$ cat config.mk
export PLATFORM = sky130hd
export DESIGN_NAME = bf_sum_reader
export DESIGN_NICKNAME = d
export VERILOG_FILES = /design/src/rtl/bf_pkg.sv /design/src/rtl/bf_skid_fifo.sv /design/src/rtl/bf_sum_reader.sv
export SDC_FILE = /design/constraint.sdc
export NUM_CORES = 1
export LEC_CHECK = 0
export BUFFER_PORTS_ARGS = -buffer_cell sky130_fd_sc_hd__buf_2
export CORE_UTILIZATION = 62
export DETAILED_ROUTE_END_ITERATION = 10
export PLACE_DENSITY = 0.88
export SETUP_SLACK_MARGIN = 0.05
export SLEW_MARGIN = 30
export SYNTH_ARGS = -nofsm -noshare
export SYNTH_HDL_FRONTEND = slang
export SYNTH_HIERARCHICAL = 1
export SYNTH_SLANG_ARGS = --single-unit
$ cat constraint.sdc
create_clock -name clk -period 5.5 [get_ports clk]
set_input_delay 0 -clock clk [delete_from_list [all_inputs] [get_ports clk]]
set_output_delay 0 -clock clk [all_outputs]
set_load 0.005 [all_outputs]
$ cat src/rtl/bf_pkg.sv
// Shared defaults, reader FSM state type and FIFO sizing helper for the
// beamformer sum-memory readout path.
package bf_pkg;

  localparam int BF_ADDR_W   = 11;
  localparam int BF_DATA_W   = 12;
  localparam int BF_READ_LAT = 2;

  typedef enum logic [2:0] {
    ST_IDLE,
    ST_WAIT_BF,
    ST_READ,
    ST_DRAIN,
    ST_DONE
  } bf_rd_state_t;

  // Enough room for every read in the latency pipe plus one beat being drained.
  function automatic int fifo_depth(input int read_lat);
    return read_lat + 2;
  endfunction

endpackage

$ cat src/rtl/bf_skid_fifo.sv
// Small synchronous FIFO with occupancy count; head entry is visible on
// rd_data whenever empty is low.
module bf_skid_fifo #(
  parameter int WIDTH = 13,
  parameter int DEPTH = 4,
  localparam int PTR_W = (DEPTH > 1) ? $clog2(DEPTH) : 1,
  localparam int CNT_W = $clog2(DEPTH + 1)
) (
  input  logic             clk,
  input  logic             rst_n,
  input  logic             wr_en,
  input  logic [WIDTH-1:0] wr_data,
  input  logic             rd_en,
  output logic [WIDTH-1:0] rd_data,
  output logic             empty,
  output logic [CNT_W-1:0] count
);

  logic [WIDTH-1:0] mem [DEPTH];
  logic [PTR_W-1:0] wr_ptr, rd_ptr;
  logic             full, do_wr, do_rd;

  assign empty   = (count == '0);
  assign full    = (count == CNT_W'(DEPTH));
  assign do_rd   = rd_en && !empty;
  assign do_wr   = wr_en && (!full || do_rd);
  assign rd_data = mem[rd_ptr];

  always_ff @(posedge clk) begin
    if (do_wr) mem[wr_ptr] <= wr_data;
  end

  always_ff @(posedge clk or negedge rst_n) begin
    if (!rst_n) begin
      wr_ptr <= '0;
      rd_ptr <= '0;
      count  <= '0;
    end else begin
      if (do_wr) wr_ptr <= (wr_ptr == PTR_W'(DEPTH - 1)) ? '0 : wr_ptr + PTR_W'(1);
      if (do_rd) rd_ptr <= (rd_ptr == PTR_W'(DEPTH - 1)) ? '0 : rd_ptr + PTR_W'(1);
      case ({do_wr, do_rd})
        2'b10:   count <= count + CNT_W'(1);
        2'b01:   count <= count - CNT_W'(1);
        default: count <= count;
      endcase
    end
  end

endmodule

$ cat src/rtl/bf_sum_reader.sv
// Walks the beamformer sum memory from address 0 to frame_len and streams samples.
// Define BF_READER_PEAK_EN to add the peak_value/peak_index magnitude tracker.
module bf_sum_reader
  import bf_pkg::*;
#(
  parameter int ADDR_W   = BF_ADDR_W,
  parameter int DATA_W   = BF_DATA_W,
  parameter int READ_LAT = BF_READ_LAT
) (
  input  logic              clk,
  input  logic              rst_n,
  input  logic              start,
  input  logic [ADDR_W-1:0] frame_len,
  input  logic              usedataflag,
  input  logic [DATA_W-1:0] output_value,
  output logic              sumouten,
  output logic [ADDR_W-1:0] sumout_address,
  output logic [DATA_W-1:0] m_data,
  output logic              m_valid,
  input  logic              m_ready,
  output logic              m_last,
  output logic              busy,
  output logic              done,
  output bf_rd_state_t      state_dbg
`ifdef BF_READER_PEAK_EN
  ,
  output logic [DATA_W-1:0] peak_value,
  output logic [ADDR_W-1:0] peak_index
`endif
);

  localparam int DEPTH = fifo_depth(READ_LAT);
  localparam int CNT_W = $clog2(DEPTH + 1);

  bf_rd_state_t      state;
  logic [ADDR_W-1:0] len_q, next_addr;
  logic [READ_LAT:0] pipe_vld, pipe_last;
  logic              issue, issue_last, pop, fifo_empty;
  logic [CNT_W-1:0]  fifo_count;
  logic [DATA_W:0]   head;
  int                used_slots;

  // Stream: a beat transfers when m_valid && m_ready; once m_valid is high the
  // beat (m_data, m_last) stays put until that handshake happens.
  assign m_valid    = !fifo_empty;
  assign m_data     = m_valid ? head[DATA_W-1:0] : '0;
  assign m_last     = m_valid && head[DATA_W];
  assign pop        = m_valid && m_ready;
  assign issue_last = (next_addr == len_q);
  assign sumouten   = pipe_vld[0];
  assign state_dbg  = state;

  // The beat leaving this cycle frees its slot, which keeps one beat per cycle.
  always_comb begin
    used_slots = $countones(pipe_vld) + int'(fifo_count) - (pop ? 1 : 0);
    issue      = (state == ST_READ) && !usedataflag && (used_slots < DEPTH);
  end

  always_ff @(posedge clk or negedge rst_n) begin
    if (!rst_n) begin
      pipe_vld  <= '0;
      pipe_last <= '0;
    end else begin
      pipe_vld  <= {pipe_vld[READ_LAT-1:0], issue};
      pipe_last <= {pipe_last[READ_LAT-1:0], issue && issue_last};
    end
  end

  bf_skid_fifo #(
    .WIDTH(DATA_W + 1),
    .DEPTH(DEPTH)
  ) u_fifo (
    .clk     (clk),
    .rst_n   (rst_n),
    .wr_en   (pipe_vld[READ_LAT]),
    .wr_data ({pipe_last[READ_LAT], output_value}),
    .rd_en   (pop),
    .rd_data (head),
    .empty   (fifo_empty),
    .count   (fifo_count)
  );

  always_ff @(posedge clk or negedge rst_n) begin
    if (!rst_n) begin
      state          <= ST_IDLE;
      len_q          <= '0;
      next_addr      <= '0;
      sumout_address <= '0;
      busy           <= 1'b0;
      done           <= 1'b0;
    end else begin
      done <= 1'b0;
      case (state)
        ST_IDLE: begin
          if (start) begin
            len_q     <= frame_len;
            next_addr <= '0;
            busy      <= 1'b1;
            state     <= ST_WAIT_BF;
          end
        end
        ST_WAIT_BF: begin
          if (!usedataflag) state <= ST_READ;
        end
        ST_READ: begin
          if (issue) begin
            sumout_address <= next_addr;
            // Leaving before the increment matters: frame_len may be the top address.
            if (issue_last) state <= ST_DRAIN;
            else next_addr <= next_addr + ADDR_W'(1);
          end
        end
        ST_DRAIN: begin
          if (pop && head[DATA_W]) begin
            done  <= 1'b1;
            state <= ST_DONE;
          end
        end
        ST_DONE: begin
          busy  <= 1'b0;
          state <= ST_IDLE;
        end
        default: state <= ST_IDLE;
      endcase
    end
  end

`ifdef BF_READER_PEAK_EN
  logic [DATA_W-1:0] mag;
  logic [ADDR_W-1:0] beat_idx;

  assign mag = m_data[DATA_W-1] ? (~m_data + DATA_W'(1)) : m_data;

  // Strictly-greater update keeps the lowest index on ties.
  always_ff @(posedge clk or negedge rst_n) begin
    if (!rst_n) begin
      peak_value <= '0;
      peak_index <= '0;
      beat_idx   <= '0;
    end else if (state == ST_IDLE && start) begin
      peak_value <= '0;
      peak_index <= '0;
      beat_idx   <= '0;
    end else if (pop) begin
      beat_idx <= beat_idx + ADDR_W'(1);
      if (mag > peak_value) begin
        peak_value <= mag;
        peak_index <= beat_idx;
      end
    end
  end
`endif

endmodule

==> metrics.yaml <==
netlist_instances: 345
synth_edf_count: 52
drv_slew: 0
path_class: "flop to flop"
synth_cell_types: 55
syn-cell-area_um2: 4690
reg2reg_depth: 13
rsz0062_at_grt: "false"
finalSetupTns_ns: 0
p_clk_share_pct: 19.0
cts_sinks: 103
fp.coreArea_um2: 7290
crit_chain: "nor3_2 > buf_4 > nor2b_1 > ha_1 > fa_1 > inv_1 > ha_1 > nand3b_1 > a21oi_1 > and4b_4 > o21a_1 > or4_1 > a21oi_1"
hp-class: "primary input to flop"
ff2ff_setup_slack_ns: 1.32
async_reset_ff_share_pct: 49.5
drive_gt1_share_pct: 26.0
vdd_ir_drop_max_v: 0.000285
area_growth_pct: 17.9
overflow: 0
fin_crit_sh_pct: 76.1
hold_path_depth: 5
drt_iter0_drc: 156
die-height_um: 88.9
nNetsFinal: 471
grt_pass1_vias: 3056
cell_internal_pwr_uw: 1740
num_rows: 31
cts_buffers: 9
setup_viol: 0
wl_um: 9800
crit_arrival_ns: 4.48
slowest_stage: "nor2b_1"
max_slew.worst_pin.slew_ns: 0.822
clock_path_buffers: 2
pwr-share-seq_pct: 42.5
power_uw: 2730
yosysTopAreaCellShare_pct: 33.3
cp-end-kind: "flop"
fin_worst_skew_ns: 0.00932
root_buffer: "clkbuf_8"
maxCapViolCount: 0
relSlewSlack_pct: 45.1
grt_max_degree: 52
io_buffers: 58
max_stage_delay_ns: 0.66
synthTopCellsByArea: "edfxtp_1, dfrtp_1, mux4_2, nand2_1, ha_1"
grt_pass1_wl_um: 15100
grt.total_usage_pct: 26.3
yosysSeqAreaShare_pct: 60.6
detail-route-antenna-nets: 0
rr_endpoint: "next_addr[10]"
pin_count: 59
dp.final_hpwl_um: 6030
h-tree-depth: 3
dieArea_um2: 7910
place_congestion: 0.817
startpoint_type: "flop"
path_clk_slew_ns: 0.10
wire_per_inst_um: 18.4
netSwitchingPower_uw: 995
r2r_start: "u_fifo/count[2]"
final_common_cell: "buf_2"
worst-path-buf-inv: 2
die_x_um: 88.9
fin_crit_ns: 4.18
vias_per_cell: 5.81
drc_errors: 0
fmax_mhz: 239
diodes: 0
switching_share_pct: 36.4
p_leak_uw: 0.00233
clock_latency_ns: 0.36
path_max_fanout: 17
layout_common_cells: "buf_2, edfxtp_1, dfrtp_1"
vias: 3095
yosys_warnings: 6
hold_viol: 0
critical-path-top-delay-family: "simple AND/OR/NAND/NOR gates"
min_from: "usedataflag"
required_ns: 5.79
powerDensity_nw_per_um2: 495
synth_top_area_cell: "edfxtp_1"
combPwrFrac_pct: 38.4
start_util_pct: 64.3
syn_nets: 387
ys_seq_elements: 103
ys.flop_type: "edfxtp_1"
syn_area_per_cell_um2: 13.6
holdPathEnd: "state_dbg[1]"
status: "finished clean"
cts_tree: "yes"
cts_setup_buffers: 0
dr.pass1.iters: 4
grt_antenna_before_repair: 0
repair_timing:
action                    in CTS  in global routing
hold buffers                  25                  0
hold endpoints to repair     111                  0
gates resized for setup        0                  0
power by group through the flow:
stage          Sequential, uW  Clock (uW)  Combinational, uW
2_1_floorplan            1070           0                806
3_3_place_gp             1160           0                948
3_5_place_dp             1170           0               1020
4_1_cts                  1150         526               1040
5_1_grt                  1180         552               1170
6_report                 1160         520               1050
state kept, by name (all words and copies together), names as in the netlist, 3 cells and up:
register	flops
u_fifo/mem	52
len_q	11
next_addr	11
sumout_address	11
pipe_last	3
pipe_vld	3
state_dbg	3
u_fifo/count	3
worst min-delay path, delay by kind of cell:
family          cells  cell delay (ns)
compound gates      1             0.10
buf+inv             1             0.10
xor+xnor            1             0.06
simple gates        2             0.16
Yosys cell counts, types with 2 or more instances:
library cell  count
o31ai_1           2
mux2_2            7
buf_2             4
o21ai_0           6
clkbuf_1          5
and3_1            2
mux4_2           13
mux2_4            8
nor2b_1          14
nand2b_1          3
a21oi_1          12
nand3_1           7
inv_1            17
buf_6             2
nor3_1            7
xnor2_1          12
nor4_1            2
ha_1             12
nand2_1          45
nand3b_1          2
fa_1              2
a31oi_1           2
nor2_1            4
o221ai_1          2
xor2_1            3
or3_1             8
nand4_1           7
dfrtp_1          51
or4_1             3
o2111ai_1         2
and2_1            4
edfxtp_1         52
metal layers:
layer / GRT usage, % / vias up / part of all wire (%) / routed length (um)
met5: 0 / - / 0 / 0
met4: 9.96 / 0 / 2.1 / 201
met3: 4.89 / 19 / 4.8 / 469
met2: 44.3 / 119 / 51 / 5000
met1: 34.6 / 1525 / 42 / 4130
li1: - / 1432 / - / -
cell families after synthesis:
| family | Yosys count | share of synthesized area, % |
|---|---|---|
| and+or+nand+nor | 118 | 13.7 |
| DFF | 103 | 60.6 |
| AOI/OAI and AO/OA | 36 | 5.23 |
| buffers and inverters | 30 | 2.91 |
| muxes | 29 | 10.7 |
| xor gates and xnor gates | 15 | 2.80 |
| adders and majority gates | 14 | 4.06 |
final cells by class:
| cell class | instances | area [um2] |
|---|---|---|
| multi-input combinational | 212 | 1720 |
| clock buffer | 9 | 124 |
| inverter | 18 | 67.6 |
| tap | 99 | 124 |
| clock inverter | 7 | 93.8 |
| fill | 457 | 1770 |
| timing repair buffer | 85 | 558 |
| sequential | 103 | 2840 |
worst max path at each step:
stage | start | to | depth (start not counted) | slack, ns
after floorplan | u_fifo/count[2] | sumout_address[0] | 13 | 1.77
after global placement | u_fifo/count[2] | next_addr[7] | 13 | 1.72
after detailed placement | u_fifo/count[2] | next_addr[10] | 13 | 1.39
after CTS | u_fifo/count[2] | next_addr[10] | 13 | 1.38
after global routing | u_fifo/count[2] | next_addr[10] | 13 | 1.14
final | u_fifo/count[2] | next_addr[10] | 13 | 1.32
per-stage QoR:
stage               hold WS (ns)  instances  area, um2  util [%]  setup WS [ns]
global route               0.131        533       5520      75.7           1.14
finish                    0.0961        533       5520      75.7           1.32
detailed placement        0.0717        492       5050      69.3           1.39
global placement           0.189        492       5050      69.3           1.72
CTS                       0.0644        533       5520      75.7           1.38
floorplan                 -0.296        345       4690         -           1.77
(Power assumes the default switching activity.)
